### config.mk
export PLATFORM = sky130hd
export DESIGN_NAME = gnr_attractor_ctrl
export DESIGN_NICKNAME = d
export VERILOG_FILES = /design/src/rtl/gnr_ctrl_pkg.sv /design/src/rtl/gnr_sat_counter.sv /design/src/rtl/gnr_attractor_ctrl.sv
export SDC_FILE = /design/constraint.sdc
export NUM_CORES = 1
export LEC_CHECK = 0
export ABC_AREA = 1
export CORE_ASPECT_RATIO = 0.6
export CORE_UTILIZATION = 49
export CTS_CLUSTER_SIZE = 25
export DETAILED_ROUTE_END_ITERATION = 6
export PLACE_DENSITY = 0.81
export SLEW_MARGIN = 20
export SYNTH_ARGS = -nofsm -noshare
export SYNTH_HDL_FRONTEND = slang
export SYNTH_SLANG_ARGS = --single-unit
### constraint.sdc
create_clock -name clk -period 2 [get_ports clk]
set_input_delay 0.6 -clock clk [delete_from_list [all_inputs] [get_ports clk]]
set_output_delay 0.6 -clock clk [all_outputs]
set_load 0.02 [all_outputs]
### src/rtl/gnr_ctrl_pkg.sv
// Shared definitions for the attractor-search controller: FSM encoding and
// default widths for the node state vector and the step/period counters.
package gnr_ctrl_pkg;

  localparam int N_NODES_DEF = 8;
  localparam int STEP_W_DEF  = 12;

  typedef enum logic [3:0] {
    IDLE,
    LOAD,
    STEP_A,
    STEP_B,
    CMP,
    PSTEP,
    PCMP,
    OUT,
    FIN
  } state_t;

endpackage

### src/rtl/gnr_sat_counter.sv
// Saturating up-counter with synchronous clear; at_max flags the ceiling so
// the controller can give up instead of letting the count wrap.
module gnr_sat_counter
  import gnr_ctrl_pkg::*;
#(
  parameter int STEP_W = STEP_W_DEF
) (
  input  logic              clk,
  input  logic              rst_n,
  input  logic              clear,
  input  logic              inc,
  output logic [STEP_W-1:0] count,
  output logic              at_max
);

  localparam logic [STEP_W-1:0] CNT_MAX = '1;

  // Count register: clear wins over increment, increment stops at the ceiling.
  always_ff @(posedge clk) begin
    if (!rst_n) begin
      count <= '0;
    end else if (clear) begin
      count <= '0;
    end else if (inc && (count != CNT_MAX)) begin
      count <= count + 1'b1;
    end
  end

  assign at_max = (count == CNT_MAX);

endmodule

### src/rtl/gnr_attractor_ctrl.sv
// Attractor sweep controller for a bank of Boolean network nodes. For each
// initial state it runs Floyd cycle detection: the tortoise (s0) advances one
// step per STEP_A/STEP_B pair while the hare (s1) advances two; after they
// meet, the hare alone is stepped to measure the attractor period.
module gnr_attractor_ctrl
  import gnr_ctrl_pkg::*;
#(
  parameter int N_NODES = N_NODES_DEF,
  parameter int STEP_W  = STEP_W_DEF
) (
  input  logic               clk,
  input  logic               rst_n,
  input  logic               start,
  input  logic [N_NODES-1:0] init_base,
  input  logic [N_NODES:0]   num_inits,
  output logic               reset_nos,
  output logic               start_s0,
  output logic               start_s1,
  output logic [N_NODES-1:0] init_state,
  input  logic [N_NODES-1:0] s0_vec,
  input  logic [N_NODES-1:0] s1_vec,
  output logic               res_valid,
  input  logic               res_ready,
  output logic [N_NODES-1:0] res_init,
  output logic [STEP_W-1:0]  res_meet,
  output logic [STEP_W-1:0]  res_period,
  output logic               res_timeout,
  output logic               busy,
  output logic               done
);

  localparam logic [STEP_W-1:0]  CNT_LAST = {{(STEP_W-1){1'b1}}, 1'b0};
  localparam logic [N_NODES:0]   REM_ONE  = (N_NODES+1)'(1);

  state_t             state, state_nxt;
  logic [N_NODES-1:0] cur_init;
  logic [N_NODES:0]   remaining;
  logic               timeout;

  logic [STEP_W-1:0]  meet_cnt, per_cnt;
  logic               meet_at_max, per_at_max;
  logic               nodes_eq, meet_hit;

  assign nodes_eq = (s0_vec == s1_vec);
  // The meet counter is bumped in CMP, so the limit is hit when this
  // increment lands on the ceiling.
  assign meet_hit = meet_at_max || (meet_cnt == CNT_LAST);

  gnr_sat_counter #(.STEP_W(STEP_W)) u_meet_cnt (
    .clk    (clk),
    .rst_n  (rst_n),
    .clear  (state == LOAD),
    .inc    (state == CMP),
    .count  (meet_cnt),
    .at_max (meet_at_max)
  );

  gnr_sat_counter #(.STEP_W(STEP_W)) u_per_cnt (
    .clk    (clk),
    .rst_n  (rst_n),
    .clear  (state == LOAD),
    .inc    (state == PSTEP),
    .count  (per_cnt),
    .at_max (per_at_max)
  );

  // State register.
  always_ff @(posedge clk) begin
    if (!rst_n) state <= IDLE;
    else        state <= state_nxt;
  end

  // Sweep bookkeeping: current initial state, results left, timeout flag.
  always_ff @(posedge clk) begin
    if (!rst_n) begin
      cur_init  <= '0;
      remaining <= '0;
      timeout   <= 1'b0;
    end else begin
      case (state)
        IDLE: if (start) begin
          cur_init  <= init_base;
          remaining <= num_inits;
        end
        LOAD: timeout <= 1'b0;
        CMP:  if (!nodes_eq && meet_hit) timeout <= 1'b1;
        PCMP: if (!nodes_eq && per_at_max) timeout <= 1'b1;
        OUT:  if (res_ready) begin
          remaining <= remaining - 1'b1;
          cur_init  <= cur_init + 1'b1;
        end
        default: ;
      endcase
    end
  end

  // Next-state logic.
  always_comb begin
    state_nxt = state;
    case (state)
      IDLE:    if (start) state_nxt = (num_inits == '0) ? FIN : LOAD;
      LOAD:    state_nxt = STEP_A;
      STEP_A:  state_nxt = STEP_B;
      STEP_B:  state_nxt = CMP;
      CMP:     if (nodes_eq)      state_nxt = PSTEP;
               else if (meet_hit) state_nxt = OUT;
               else               state_nxt = STEP_A;
      PSTEP:   state_nxt = PCMP;
      PCMP:    if (nodes_eq || per_at_max) state_nxt = OUT;
               else                        state_nxt = PSTEP;
      OUT:     if (res_ready) state_nxt = (remaining > REM_ONE) ? LOAD : FIN;
      FIN:     state_nxt = IDLE;
      default: state_nxt = IDLE;
    endcase
  end

  // Moore outputs; everything reads zero in IDLE.
  always_comb begin
    reset_nos   = 1'b0;
    start_s0    = 1'b0;
    start_s1    = 1'b0;
    init_state  = '0;
    res_valid   = 1'b0;
    res_init    = '0;
    res_meet    = '0;
    res_period  = '0;
    res_timeout = 1'b0;
    busy        = (state != IDLE);
    done        = 1'b0;
    case (state)
      LOAD: begin
        reset_nos  = 1'b1;
        init_state = cur_init;
      end
      STEP_A, STEP_B: begin
        start_s0 = 1'b1;
        start_s1 = 1'b1;
      end
      PSTEP: start_s1 = 1'b1;
      OUT: begin
        res_valid   = 1'b1;
        res_init    = cur_init;
        res_meet    = meet_cnt;
        res_period  = per_cnt;
        res_timeout = timeout;
      end
      FIN:     done = 1'b1;
      default: ;
    endcase
  end

endmodule

==> metrics <==
Cell Area, Synth=0.003039 sq mm; fmax=504.6 MHz; clk sinks=46; drt total wl=8.738 mm; Die Height=63.01 microns; Int Pwr=2.091 mW; Buffers on Ports=83; final slew viol count=0; P_leak=1.771 nW; xor and xnor area share after synthesis=4.899%; Reg power frac=33.7%; Final period util=99.10%; Crit path arrival time=1380 ps; status=finished clean; Yosys cell types=32; synthesis warning total=0; DP HPWL=6.616 mm; number of global-route vias before repair=3219; hold violation count in the final report=0; number of CTS-inserted buffers=5; pwr/cell area=853.8 mW/mm^2; critical path, cell by cell=nand2_2, nor2_8, inv_2, buf_12, nor2_1, buf_4; total track usage=27.70%; Synth Area per Inst=6.177 sq um; Core Rows=21; design area=0.004222 sq mm; clk root buf=clkbuf_8; CTS H-tree depth=2; First DRT Iteration DRCs=196; Die Wd=103.7 microns; crit path buf inv count=3; RSZ-0062 raised after global routing=yes; DR WL/cell=12.74 microns; Comb pwr share=49.6%; Final Instance Count excl. Fillers=686; Placed Instance Area=0.004178 sq mm; clock power share=16.7%; n_diodes=0; global-route wire length before repair=14.96 mm; Synthesized Nets=535; initial antenna violation count=0; largest family of logic cells by synthesized area=simple AND/OR/NAND/NOR gates; Die ar.=0.006532 sq mm; Compound-Gate Fraction of Synth Area=14.62%; FF+latch area=923.4 sq um; post-route ant nets=0; startpoint types=register; setup repair bufs after CTS=0; CTS clock-pin slew for the worst setup and hold paths=90 ps; global route overflow=0; Final Power=3.604 mW; vias per cell=5.163; switching share of power=41.98%; # IOs=84; flops & latches, synth=46; Psw=1.513 mW; endpoint class of the critical path=output pin; Place WS=-180.3 ps; DRT Pass-1 Iters=5; Clock Skews=6.168 ps; fin crit period=1982 ps; max capacitance violation total=0; WHS=464.5 ps; Largest stage delay, worst path=370 ps; Worst path slowest cell=dfxtp_1; Initial Util=52.58%; mux cell area share after synthesis=0%; largest net degree at the start of global routing=20; Post-route DRC=0; CTS tree=done; Worst-Margin Slew=342.4 ps; Post-Synth Adder-Cell Area=2.470%; Top delay family on crit path=flip-flops; slack of the critical path=18.08 ps; type of the worst setup path=reg -> out; endpoints failing setup=0; HP Class=reg -> reg; core box area=0.005781 sq mm; via count=3542; Mapped Cells=492; share of cells above drive strength 1=21.12%; reg-to-reg slack, setup=200 ps; area of the multi-input gates=0.001852 sq mm; Max clock buf depth=2; RD Place Congestion=0.8767; worst vdd ir=575.3 uV; hold_buf cts=0; Clk Latency, worst-skew pair=300 ps; worst endpoint required time=1400 ps; synth-to-layout area growth=38.90%; post-synthesis sequential area ratio=30.30%; Layout Nets=648; simple-gate share of the synthesized area=37.01%; dpl cells=677; fillers=496; slew margin rel.=77.00%; Critical Path Fanout Max=19
## cell usage after synthesis
library cell  count  area [sq um]
buf_2             7         35.03
nand2_1         104         390.4
dfxtp_1          46         920.9
o32ai_1           1         8.760
or2_2             1         6.260
inv_2             6         22.52
buf_6             2         22.52
nor2_4            1         11.26
a21boi_1          1         7.510
nand3b_1          1         7.510
nand2_4           1         11.26
o21ai_1           3         15.01
nor2_8            1         20.02
buf_4             2         15.01
nor2_1           86         322.8
nand4_1           6         37.54
ha_1              6         75.07
a21oi_1          42         210.2
xnor2_1           7         61.31
clkinv_2          1         5.000
a31oi_1           4         25.02
nor2_2            6         37.54
nand3_4           1         17.52
clkbuf_1          1         3.750
o21ai_0          34         170.2
xor2_1           10         87.58
a21boi_0          1         7.510
inv_1            58         217.7
nor3_1           14         70.07
nand3_1          31         155.2
nand2_2           6         37.54
buf_1             1         3.750
## metal layers
layer  part of all wire, %  global-route usage [%]
met4                  0.63                   7.321
met3                   8.1                   4.797
met2                    42                   42.45
met1                    49                   39.89
met5                     0                       0
## worst paths after layout
path / startpoint / end / cells past startpoint
setup / recovery: state[0] / res_meet[5] / 6
hold / removal: u_per_cnt.count[9] / u_per_cnt.count[9] / 2
setup reg to reg: state[3] / cur_init[5] / 12
hold reg to reg: u_per_cnt.count[9] / u_per_cnt.count[9] / 2
## per-stage QoR
step,TNS [ps],util [%]
floorplan,0,-
global placement,-3216,72.27
detailed placement,-4562,72.27
CTS,0,70.41
global route,-1375,73.03
finish,0,73.03
## cell usage in the layout, fill, tap and decap left out, drive strengths merged
cell / count
nand4: 6
a31oi: 4
a21boi: 2
xnor2: 7
a21oi: 42
clkdlybuf4s15: 1
inv: 64
nor3: 14
or2: 1
o21ai: 37
o32ai: 1
nor2: 94
ha: 6
clkbuf: 7
xor2: 10
nand3b: 1
buf: 81
nand3: 32
dfxtp: 46
clkdlybuf4s50: 36
nand2: 112
clkinv: 2
## state kept, by name, indices dropped and copies added, names as in the netlist
name and cells:
state 4, remaining 9, timeout 1, u_per_cnt.count 12
u_meet_cnt.count 12, cur_init 8
## power groups by stage
stage	Clock [mW]	Sequential, mW	Combinational (mW)
floorplan	0	1.21	1.10
global placement	0	1.23	1.73
detailed placement	0	1.23	1.76
CTS	0.608	1.21	1.74
global route	0.654	1.24	1.97
finish	0.600	1.22	1.79
## area by class of cell
| type | count | area share, % |
|---|---|---|
| Multi-Input combinational cell | 369 | 43.86 |
| Timing Repair Buffer | 118 | 23.92 |
| Sequential cell | 46 | 21.87 |
| Inverter | 65 | 5.809 |
| Tap cell | 80 | 2.371 |
| Clock buffer | 7 | 2.045 |
| Clock inverter | 1 | 0.1186 |
## tightest hold or removal path: stages, from the launching register on
cell     delay, ps
dfxtp_1        320
nand2_1         60
a21oi_1         50
## what timing repair did
action | CTS | global route
setup endpoints to repair | 47 | 48
pin swaps | 1 | 0
gates resized for setup | 197 | 56
cloned | 1 | 0
## kinds of logic after synthesis
family / Yosys count
and+or+nand+nor: 259
AOI/OAI and AO/OA: 86
buffers and inverters: 78
DFF: 46
xor gates and xnor gates: 17
adders and majority gates: 6
(Power assumes the default switching activity.)
